$ cat config.mk
export PLATFORM = sky130hd
export DESIGN_NAME = lane_frame_parser
export DESIGN_NICKNAME = d
export VERILOG_FILES = /design/src/rtl/packet_buffer_pkg.sv /design/src/rtl/lane_frame_parser.sv
export SDC_FILE = /design/constraint.sdc
export NUM_CORES = 1
export LEC_CHECK = 0
export CORE_MARGIN = 4
export CORE_UTILIZATION = 53
export DETAILED_ROUTE_END_ITERATION = 6
export PLACE_DENSITY_LB_ADDON = 0.05
export SYNTH_ARGS = -nofsm -noshare
export SYNTH_HDL_FRONTEND = slang
export SYNTH_SLANG_ARGS = --single-unit
export TNS_END_PERCENT = 20
$ cat constraint.sdc
create_clock -name clk_i -period 3.8 [get_ports clk_i]
set_clock_uncertainty 0.1 [all_clocks]
set_input_delay 0.38 -clock clk_i [delete_from_list [all_inputs] [get_ports clk_i]]
set_output_delay 0.38 -clock clk_i [all_outputs]
set_load 0.005 [all_outputs]
$ cat src/rtl/packet_buffer_pkg.sv
// rtl/packet_buffer_pkg.sv - shared L2 parser types and Ethernet constants
package packet_buffer_pkg;

  localparam logic [15:0] ETHERTYPE_VLAN    = 16'h8100;
  localparam int          ETH_L2_BYTES      = 14;
  localparam int          ETH_L2_VLAN_BYTES = 18;

  typedef enum logic [1:0] {
    ST_HDR  = 2'd0,
    ST_ETH  = 2'd1,
    ST_SKIP = 2'd2,
    ST_EMIT = 2'd3
  } parser_state_t;

  typedef struct packed {
    logic [47:0] dst_mac;
    logic [47:0] src_mac;
    logic [15:0] ethertype;
    logic        vlan_valid;
    logic [11:0] vlan_id;
    logic [15:0] frame_length;
    logic        runt;
    logic        oversize;
  } l2_record_t;

endpackage

$ cat src/rtl/lane_frame_parser.sv
// rtl/lane_frame_parser.sv - per-lane header/L2 field extractor emitting one record per frame
module lane_frame_parser
  import packet_buffer_pkg::*;
#(
  parameter int DATA_WIDTH       = 8,
  parameter int HEADER_BYTES     = 8,
  parameter int LENGTH_OFFSET    = 0,
  parameter int MAX_FRAME_LENGTH = 1518
) (
  input  logic                  clk_i,
  input  logic                  rst_ni,
  input  logic [DATA_WIDTH-1:0] s_tdata_i,
  input  logic                  s_tvalid_i,
  output logic                  s_tready_o,
  output logic                  m_valid_o,
  input  logic                  m_ready_i,
  output logic [47:0]           m_dst_mac_o,
  output logic [47:0]           m_src_mac_o,
  output logic [15:0]           m_ethertype_o,
  output logic                  m_vlan_valid_o,
  output logic [11:0]           m_vlan_id_o,
  output logic [15:0]           m_frame_length_o,
  output logic                  m_runt_o,
  output logic                  m_oversize_o,
  output logic [31:0]           frame_count_o
);

  localparam int HDR_W = $clog2(HEADER_BYTES + 1);
  localparam logic [1:0] HDR  = ST_HDR;
  localparam logic [1:0] ETH  = ST_ETH;
  localparam logic [1:0] SKIP = ST_SKIP;
  localparam logic [1:0] EMIT = ST_EMIT;
  localparam logic [4:0] K_TYPE_LO  = 5'(ETH_L2_BYTES - 1);
  localparam logic [4:0] K_INNER_LO = 5'(ETH_L2_VLAN_BYTES - 1);

  logic [1:0]       state_q;
  logic [HDR_W-1:0] hdr_cnt_q;
  logic [15:0]      byte_cnt_q;
  logic [7:0]       len_hi_q, len_lo_q, inner_hi_q;
  logic             ready_en_q;
  logic [31:0]      frame_count_q;
  l2_record_t       rec_q;

  logic [7:0]  b;
  logic        accept, hdr_last, frame_last, k_small, eth_done;
  logic [15:0] len_now, cnt_inc;
  logic [4:0]  k5;
  logic [2:0]  dst_sel, src_sel;

  always_comb begin
    b          = s_tdata_i[7:0];
    accept     = s_tvalid_i && s_tready_o;
    hdr_last   = (hdr_cnt_q == HDR_W'(HEADER_BYTES - 1));
    len_now    = {len_hi_q, (hdr_cnt_q == HDR_W'(LENGTH_OFFSET + 1)) ? b : len_lo_q};
    cnt_inc    = byte_cnt_q + 16'd1;
    frame_last = (cnt_inc == rec_q.frame_length);
    k5         = byte_cnt_q[4:0];
    k_small    = (byte_cnt_q < 16'(ETH_L2_VLAN_BYTES));
    dst_sel    = 3'(5'd5 - k5);
    src_sel    = 3'(5'd11 - k5);
    // The tag decision is made on the byte that completes the outer ethertype.
    eth_done   = k_small &&
                 ((k5 == K_TYPE_LO && {rec_q.ethertype[15:8], b} != ETHERTYPE_VLAN) ||
                  (k5 == K_INNER_LO && rec_q.vlan_valid));
  end

  always_ff @(posedge clk_i or negedge rst_ni) begin
    if (!rst_ni) begin
      state_q       <= HDR;
      hdr_cnt_q     <= '0;
      byte_cnt_q    <= '0;
      len_hi_q      <= '0;
      len_lo_q      <= '0;
      inner_hi_q    <= '0;
      ready_en_q    <= 1'b0;
      frame_count_q <= '0;
      rec_q         <= '0;
    end else begin
      ready_en_q <= 1'b1;
      case (state_q)
        HDR: if (accept) begin
          if (hdr_cnt_q == HDR_W'(LENGTH_OFFSET))     len_hi_q <= b;
          if (hdr_cnt_q == HDR_W'(LENGTH_OFFSET + 1)) len_lo_q <= b;
          if (hdr_last) begin
            hdr_cnt_q          <= '0;
            byte_cnt_q         <= '0;
            rec_q              <= '0;
            rec_q.frame_length <= len_now;
            rec_q.oversize     <= (len_now > 16'(MAX_FRAME_LENGTH));
            if (len_now == 16'd0) begin
              rec_q.runt <= 1'b1;
              state_q    <= EMIT;
            end else begin
              state_q <= ETH;
            end
          end else begin
            hdr_cnt_q <= hdr_cnt_q + 1'b1;
          end
        end
        ETH: if (accept) begin
          byte_cnt_q <= cnt_inc;
          if (k_small) begin
            if (k5 < 5'd6)       rec_q.dst_mac[{dst_sel, 3'b000} +: 8] <= b;
            else if (k5 < 5'd12) rec_q.src_mac[{src_sel, 3'b000} +: 8] <= b;
            else begin
              case (k5)
                5'd12: rec_q.ethertype[15:8] <= b;
                5'd13: begin
                  rec_q.ethertype[7:0] <= b;
                  if ({rec_q.ethertype[15:8], b} == ETHERTYPE_VLAN) rec_q.vlan_valid <= 1'b1;
                end
                5'd14: if (rec_q.vlan_valid) rec_q.vlan_id[11:8] <= b[3:0];
                5'd15: if (rec_q.vlan_valid) rec_q.vlan_id[7:0]  <= b;
                5'd16: if (rec_q.vlan_valid) inner_hi_q <= b;
                5'd17: if (rec_q.vlan_valid) rec_q.ethertype <= {inner_hi_q, b};
                default: ;
              endcase
            end
          end
          // Frame end wins over field capture: an early end marks the record a runt.
          if (frame_last) begin
            rec_q.runt <= !eth_done;
            state_q    <= EMIT;
          end else if (eth_done) begin
            state_q <= SKIP;
          end
        end
        SKIP: if (accept) begin
          byte_cnt_q <= cnt_inc;
          if (frame_last) state_q <= EMIT;
        end
        EMIT: if (m_ready_i) begin
          state_q       <= HDR;
          frame_count_q <= frame_count_q + 32'd1;
        end
        default: state_q <= HDR;
      endcase
    end
  end

  assign s_tready_o       = ready_en_q && (state_q != EMIT);
  assign m_valid_o        = (state_q == EMIT);
  assign m_dst_mac_o      = rec_q.dst_mac;
  assign m_src_mac_o      = rec_q.src_mac;
  assign m_ethertype_o    = rec_q.ethertype;
  assign m_vlan_valid_o   = rec_q.vlan_valid;
  assign m_vlan_id_o      = rec_q.vlan_id;
  assign m_frame_length_o = rec_q.frame_length;
  assign m_runt_o         = rec_q.runt;
  assign m_oversize_o     = rec_q.oversize;
  assign frame_count_o    = frame_count_q;

endmodule

==> flow_metrics.env, run 1 <==
export IMPL_wire_per_inst_um=19.8
export IMPL_chipWidth_um=149
export IMPL_met1Wirelength_mm=13.0
export IMPL_clkTransAtPathRegs_ns=0.06
export IMPL_ctsLongestPathBuffers=3
export IMPL_ys_ff_latch=222
export IMPL_cts_sinks=222
export IMPL_pwr_density_cell_nw_per_um2=702
export IMPL_setup_violations=0
export IMPL_worst_slack_ns=0.542
export IMPL_wl_met2_mm=13.7
export IMPL_ys_top_cells_by_count="dfrtp_1 (222), nand2_1 (145), o21ai_0 (105), nand3_1 (79), clkbuf_1 (47)"
export IMPL_hold_viol=0
export IMPL_status="complete, no violations"
export IMPL_syn_nets=1061
export IMPL_place_gp_congestion=0.881
export IMPL_ir_drop_mv=0.397
export IMPL_syn_inst=1029
export IMPL_finalNetCount=1234
export IMPL_routed_wirelength_mm=29.5
export IMPL_insertion_delay_ns=0.52
export IMPL_numCtsBuffers=24
export IMPL_end_kind="flop"
export IMPL_seq_area_frac_synth_pct=53.0
export IMPL_path_max_fanout=10
export IMPL_diodes=0
export IMPL_p_leak_nw=5.78
export IMPL_multi_input_area_um2=4610
export IMPL_min_period_over_period_pct=85.7
export IMPL_fin_crit_ns=3.26
export IMPL_dr_wl_met3_mm=1.93
export IMPL_synth_top_area_share_pct=53.0
export IMPL_drc=0
export IMPL_die_h_um=149
export IMPL_dieArea_um2=22100
export IMPL_io_pins=189
export IMPL_core_um2=19500
export IMPL_netlist_area_um2=10500
export IMPL_cts_tree="done"
export IMPL_cp_top_family="simple AND/OR/NAND/NOR gates"
export IMPL_yosysMostFrequentCell="dfrtp_1"
export IMPL_first_iter_violations=501
export IMPL_overflow=0
export IMPL_start_util_pct=53.9
export IMPL_fmax_mhz=307
export IMPL_rsz0062_at_grt="false"
export IMPL_crit_required_ns=4.14
export IMPL_fillers=1522
export IMPL_dp_slack_ns=0.631
export IMPL_critPathBufInv=2
export IMPL_io_buffers=188
export IMPL_highest_layer="met4"
export IMPL_cap_violations=0
export IMPL_finalSetupTns_ns=0
export IMPL_post_drt_via_cell_ratio=5.86
export IMPL_worstHoldPathType="in -> async"
export IMPL_regArea_um2=5560
export IMPL_worst_setup_path_type="reg -> reg"
export IMPL_synth_largest_area_cell="dfrtp_1"
export IMPL_critical_path_slowest_cell="nor4_1"
export IMPL_syn_to_final_growth_pct=27.7
export IMPL_grt_pass1_wl_mm=47.2
export IMPL_grtUsageTotal_pct=26.6
export IMPL_crit_arrival_ns=3.60
export IMPL_fin_util_pct=68.8
export IMPL_cp_slowest_stage_delay_ns=0.57
export IMPL_syn_area_per_cell_um2=10.2
export IMPL_antenna_found_initial=0
export IMPL_first_pass_iters=5
export IMPL_htree_num_levels=1
export IMPL_synth_warnings=0
export IMPL_slew_violations=0
export IMPL_synthFlopType="dfrtp_1"
export IMPL_final_cell_area_um2=13400
export IMPL_startpoint_type="flop"
export IMPL_ant_nets=0
export IMPL_slew_headroom_pct=45.1
export IMPL_dp_final_hpwl_mm=20.2
export IMPL_drive_above_1_share_pct=8.28
export IMPL_grt_max_degree=101
export IMPL_grt_pass1_vias=8532
export IMPL_synth_cell_types=63
export IMPL_tightestPinTransition_ns=0.817
export IMPL_crit_chain="inv_1 > ha_1 > inv_1 > ha_1 > nand3_1 > nor4_1 > nor2b_1 > a22oi_1 > o21ai_0"
export IMPL_clock_root_buffer="clkbuf_16"
export IMPL_synthTopCellsByArea="dfrtp_1 (53%), nand2_1 (5.2%), o21ai_0 (5.0%)"
export IMPL_synth_edf_count=0
export IMPL_postCtsSetupBuffers=0
export IMPL_rows=51
export IMPL_place_area_um2=12600
export IMPL_async_flop_share_pct=100
export IMPL_vias=8698
==> sequential cells by signal, summed over array words and instances, names as in the netlist <==
register and flops:
byte_cnt_q 16, frame_count_o 32, hdr_cnt_q 4, inner_hi_q 8, len_hi_q 8, len_lo_q 8
m_dst_mac_o 48, m_ethertype_o 16, m_frame_length_o 16, m_oversize_o 1, m_runt_o 1, m_src_mac_o 48
m_vlan_id_o 12, m_vlan_valid_o 1, ready_en_q 1, state_q 2
==> power by group <==
| group | leakage [nW] | switching [W] | internal (W) |
|---|---|---|---|
| registers | 2.99 | 0.000555 | 0.00299 |
| logic | 2.41 | 0.00189 | 0.00172 |
| clock network | 0.374 | 0.000948 | 0.00129 |
| total | 5.78 | 0.00340 | 0.00600 |
==> metrics by stage <==
stage | std cells | power (W) | hold slack [ns]
floorplan | 1029 | 0.00538 | -0.0156
global placement | 1440 | 0.00708 | 0.357
detailed placement | 1440 | 0.00717 | 0.352
CTS | 1485 | 0.00943 | 0.373
global route | 1485 | 0.0100 | 0.406
finish | 1485 | 0.00940 | 0.361
==> final cells by class <==
class                   instances  share of cell area, %
repair buffers                211                   15.5
inverters                      18                  0.504
well taps                     265                   2.48
clock inverters                 7                  0.364
flip-flops and latches        222                   41.5
clock buffers                  37                   5.30
multi-input cells             725                   34.4
==> per-layer routing <==
layer	GRT usage [%]	vias up
met2	41.5	294
met5	0	-
met3	4.97	61
li1	-	4023
met4	7.71	0
met1	38.5	4320
==> cells by family (layout without fill, tap and decap cells) <==
| family | count (synthesis) | in the layout | synth area share, % |
|---|---|---|---|
| buffers and inverters | 82 | 273 | 3.22 |
| and+or+nand+nor | 369 | 369 | 17.5 |
| adders and majority gates | 20 | 20 | 2.39 |
| AOI/OAI and AO/OA | 226 | 226 | 13.8 |
| xor gates and xnor gates | 52 | 52 | 4.34 |
| DFF | 222 | 222 | 53.0 |
| muxes | 57 | 57 | 5.82 |
| other | 1 | 1 | 0.0358 |
==> layout by cell type, fill, tap and decap left out, drive strengths merged, types with 4 or more instances in the layout <==
cell / instances
a21o: 5
a21oi: 9
a22o: 26
a22oi: 23
and2: 9
and3: 13
and4: 5
buf: 23
clkbuf: 37
clkdlybuf4s50: 187
clkinv: 6
dfrtp: 222
ha: 20
inv: 18
mux2: 32
mux2i: 25
nand2: 146
nand2b: 7
nand3: 80
nand3b: 4
nand4: 21
nor2: 41
nor3: 8
nor4: 15
o211ai: 10
o21ai: 108
o22ai: 6
o2bb2ai: 5
o31ai: 18
or3: 4
xnor2: 36
xor2: 16
==> final timing paths <==
| check | start | end | slack (ns) | depth (start not counted) |
|---|---|---|---|---|
| hold reg to reg | frame_count_o[31]$_DFFE_PN0P_ | frame_count_o[31]$_DFFE_PN0P_ | 0.37 | 1 |
| min in group clk_i | frame_count_o[31]$_DFFE_PN0P_ | frame_count_o[31]$_DFFE_PN0P_ | 0.37 | 1 |
| setup reg to reg | byte_cnt_q[1]$_DFFE_PN0P_ | m_dst_mac_o[19]$_DFFE_PN0P_ | 0.54 | 9 |
| max in group asynchronous | rst_ni | frame_count_o[2]$_DFFE_PN0P_ | 2.36 | 3 |
| setup / recovery | byte_cnt_q[1]$_DFFE_PN0P_ | m_dst_mac_o[19]$_DFFE_PN0P_ | 0.54 | 9 |
| hold / removal | rst_ni | byte_cnt_q[10]$_DFFE_PN0P_ | 0.36 | 2 |
==> what timing repair did <==
action,in CTS,in global routing
hold endpoints to repair,97,0
hold buffers,1,0
resized for setup,0,0
Power figures use the tool's default switching activity.
==> inputs of run 2 (changes only) <==
--- a/config.mk
+++ b/config.mk
@@ -5,8 +5,8 @@
 export SDC_FILE = /design/constraint.sdc
 export NUM_CORES = 1
 export LEC_CHECK = 0
-export CORE_MARGIN = 4
-export CORE_UTILIZATION = 53
+export CORE_MARGIN = 1.5
+export CORE_UTILIZATION = 40
 export DETAILED_ROUTE_END_ITERATION = 6
 export PLACE_DENSITY_LB_ADDON = 0.05
 export SYNTH_ARGS = -nofsm -noshare
==> run 2 against run 1 <==
Final cell count grew 5.3%. Sequential power hardly changed. Clock-buffer cell count increased by 4. Combinational power rose by 1%. Critical endpoint is now m_dst_mac_o[22]$_DFFE_PN0P_. Worst setup slack got worse by 0.058 ns. Routed wire length increased by 3.9%. First-iteration DRC count increased by 24%. Sequential cell count stayed put.
==> flow_metrics.env, run 2 (synthesized netlist as in run 1, its figures left out) <==
export IMPL_slew_violations=0
export IMPL_power_share_combinational_pct=37.3
export IMPL_slew_headroom_pct=39.1
export IMPL_regArea_um2=5560
export IMPL_regToRegEndpoint="m_dst_mac_o[22]$_DFFE_PN0P_"
export IMPL_swShare_pct=35.3
export IMPL_rsz0062_at_grt="false"
export IMPL_crit_required_ns=4.15
export IMPL_path_max_fanout=10
export IMPL_setup_violations=0
export IMPL_rows=59
export IMPL_reg2reg_from="byte_cnt_q[1]$_DFFE_PN0P_"
export IMPL_final_common_cell="dfrtp_1"
export IMPL_start_util_pct=40.5
export IMPL_overflow=0
export IMPL_io_pins=189
export IMPL_holdPathEnd="frame_count_o[31]$_DFFE_PN0P_"
export IMPL_clkTransAtPathRegs_ns=0.06
export IMPL_grtUsageTotal_pct=22.6
export IMPL_crit_arrival_ns=3.67
export IMPL_syn_to_final_growth_pct=30.2
export IMPL_finalSetupTns_ns=0
export IMPL_hold_depth=1
export IMPL_fin_util_pct=52.7
export IMPL_layout_common_cells="dfrtp_1 (222), clkdlybuf4s50_1 (187), nand2_1 (145), o21ai_0 (105), nand3_1 (79)"
export IMPL_finalNetCount=1242
export IMPL_numCtsBuffers=26
export IMPL_startpoint_type="flop"
export IMPL_finalPower_w=0.00978
export IMPL_cts_sinks=222
export IMPL_htree_num_levels=1
export IMPL_grt_pass1_wl_mm=47.6
export IMPL_hold_viol=0
export IMPL_drive_above_1_share_pct=8.79
export IMPL_pwr_density_cell_nw_per_um2=716
export IMPL_drc=0
export IMPL_hold_start="frame_count_o[31]$_DFFE_PN0P_"
export IMPL_worstHoldPathType="reg -> reg"
export IMPL_first_pass_iters=5
export IMPL_grt_pass1_vias=8101
export IMPL_diodes=0
export IMPL_postCtsSetupBuffers=0
export IMPL_p_leak_nw=5.86
export IMPL_core_um2=25900
export IMPL_fillers=2336
export IMPL_antenna_found_initial=0
export IMPL_post_drt_via_cell_ratio=5.40
export IMPL_chipWidth_um=165
export IMPL_fin_crit_ns=3.32
export IMPL_tightestPinTransition_ns=0.905
export IMPL_clockPowerShare_pct=26.4
export IMPL_io_buffers=188
export IMPL_min_period_over_period_pct=87.3
export IMPL_cap_violations=0
export IMPL_p_switching_w=0.00346
export IMPL_cts_tree="done"
export IMPL_ant_nets=0
export IMPL_ir_drop_mv=0.348
export IMPL_seq_power_share_pct=36.3
export IMPL_dp_final_hpwl_mm=20.9
export IMPL_wire_per_inst_um=19.6
export IMPL_place_gp_congestion=0.804
export IMPL_fmax_mhz=302
export IMPL_insertion_delay_ns=0.54
export IMPL_first_iter_violations=619
export IMPL_p_int_w=0.00632
export IMPL_ctsLongestPathBuffers=3
export IMPL_die_h_um=165
export IMPL_clock_root_buffer="clkbuf_16"
export IMPL_vias=8448
export IMPL_multi_input_area_um2=4610
export IMPL_routed_wirelength_mm=30.6
export IMPL_status="complete, no violations"
export IMPL_dieArea_um2=27200
export IMPL_r2r_setup_slack_ns=0.48
export IMPL_worst_setup_path_type="reg -> reg"
export IMPL_grt_max_degree=108
export IMPL_end_kind="flop"
export IMPL_reg2regPathDepth=9
[run 2: cell types whose count changed in the layout (fill, tap and decap cells not counted)]
cell / previous run / this run
clkbuf_1: 7 / 9
clkinv_2: 5 / 1
bufinv_16: 0 / 3
clkbuf_16: 24 / 26
buf_4: 21 / 27
[run 2: per-layer routing]
| layer | global-route usage [%] | vias to the layer above | part of all wire, % |
|---|---|---|---|
| met5 | 0 | - | 0 |
| met4 | 4.63 | 0 | 1.5 |
| met3 | 4.45 | 34 | 5.7 |
| met2 | 35.7 | 222 | 47 |
| met1 | 32.2 | 4147 | 46 |
| li1 | - | 4045 | - |
[run 2: stage by stage]
stage                     hold WS (ns)  instances  area [um2]  setup WS [ns]
final                            0.375       1564       13700          0.484
after global routing             0.398       1564       13700          0.109
after CTS                        0.379       1564       13700          0.551
after detailed placement         0.365       1516       12800          0.544
after global placement           0.361       1516       12800          0.583
after floorplan                -0.0156       1029       10500          0.659
[run 2: worst max-delay path by stage]
| stage | startpoint | to | depth (start not counted) | slack [ns] |
|---|---|---|---|---|
| final | byte_cnt_q[1]$_DFFE_PN0P_ | m_dst_mac_o[22]$_DFFE_PN0P_ | 9 | 0.48 |
| after global routing | byte_cnt_q[1]$_DFFE_PN0P_ | m_dst_mac_o[17]$_DFFE_PN0P_ | 9 | 0.11 |
| after CTS | byte_cnt_q[1]$_DFFE_PN0P_ | m_dst_mac_o[18]$_DFFE_PN0P_ | 9 | 0.55 |
| after detailed placement | byte_cnt_q[1]$_DFFE_PN0P_ | m_dst_mac_o[22]$_DFFE_PN0P_ | 9 | 0.54 |
| after global placement | byte_cnt_q[1]$_DFFE_PN0P_ | m_dst_mac_o[22]$_DFFE_PN0P_ | 9 | 0.58 |
| after floorplan | byte_cnt_q[0]$_DFFE_PN0P_ | m_runt_o$_DFFE_PN0P_ | 12 | 0.66 |
[run 2: cell type report]
cell class / count / area share [%]
Timing Repair Buffer: 217 / 15.5
Inverter: 18 / 0.495
Clock inverter: 6 / 0.871
Clock buffer: 41 / 5.62
Sequential cell: 222 / 40.7
Tap cell: 335 / 3.07
Multi-Input combinational cell: 725 / 33.7
[run 2: power groups by stage]
stage | clock network, W | logic, W | registers [W]
floorplan | 0 | 0.00191 | 0.00347
global route | 0.00273 | 0.00405 | 0.00363
global placement | 0 | 0.00363 | 0.00357
CTS | 0.00263 | 0.00369 | 0.00354
finish | 0.00258 | 0.00365 | 0.00355
detailed placement | 0 | 0.00367 | 0.00357
[run 2: timing repair]
item	in CTS	in global routing
resized for setup	0	0
hold endpoints to repair	103	0
hold buffers	1	0
[run 2: critical path, stage by stage, from the launching register on]
cell	delay (ns)
dfrtp_1	0.52
inv_1	0.17
ha_1	0.30
inv_1	0.04
ha_1	0.51
nand3_1	0.33
nor4_1	0.59
nor2b_1	0.41
a22oi_1	0.11
o21ai_0	0.18
==> inputs of run 3 (changes only) <==
--- a/config.mk
+++ b/config.mk
@@ -5,6 +5,7 @@
 export SDC_FILE = /design/constraint.sdc
 export NUM_CORES = 1
 export LEC_CHECK = 0
+export CAP_MARGIN = 20
 export CORE_MARGIN = 1.5
 export CORE_UTILIZATION = 40
 export DETAILED_ROUTE_END_ITERATION = 6
==> results of run 3 <==
Final layout, timing and power as in run 2 (identical DEF).
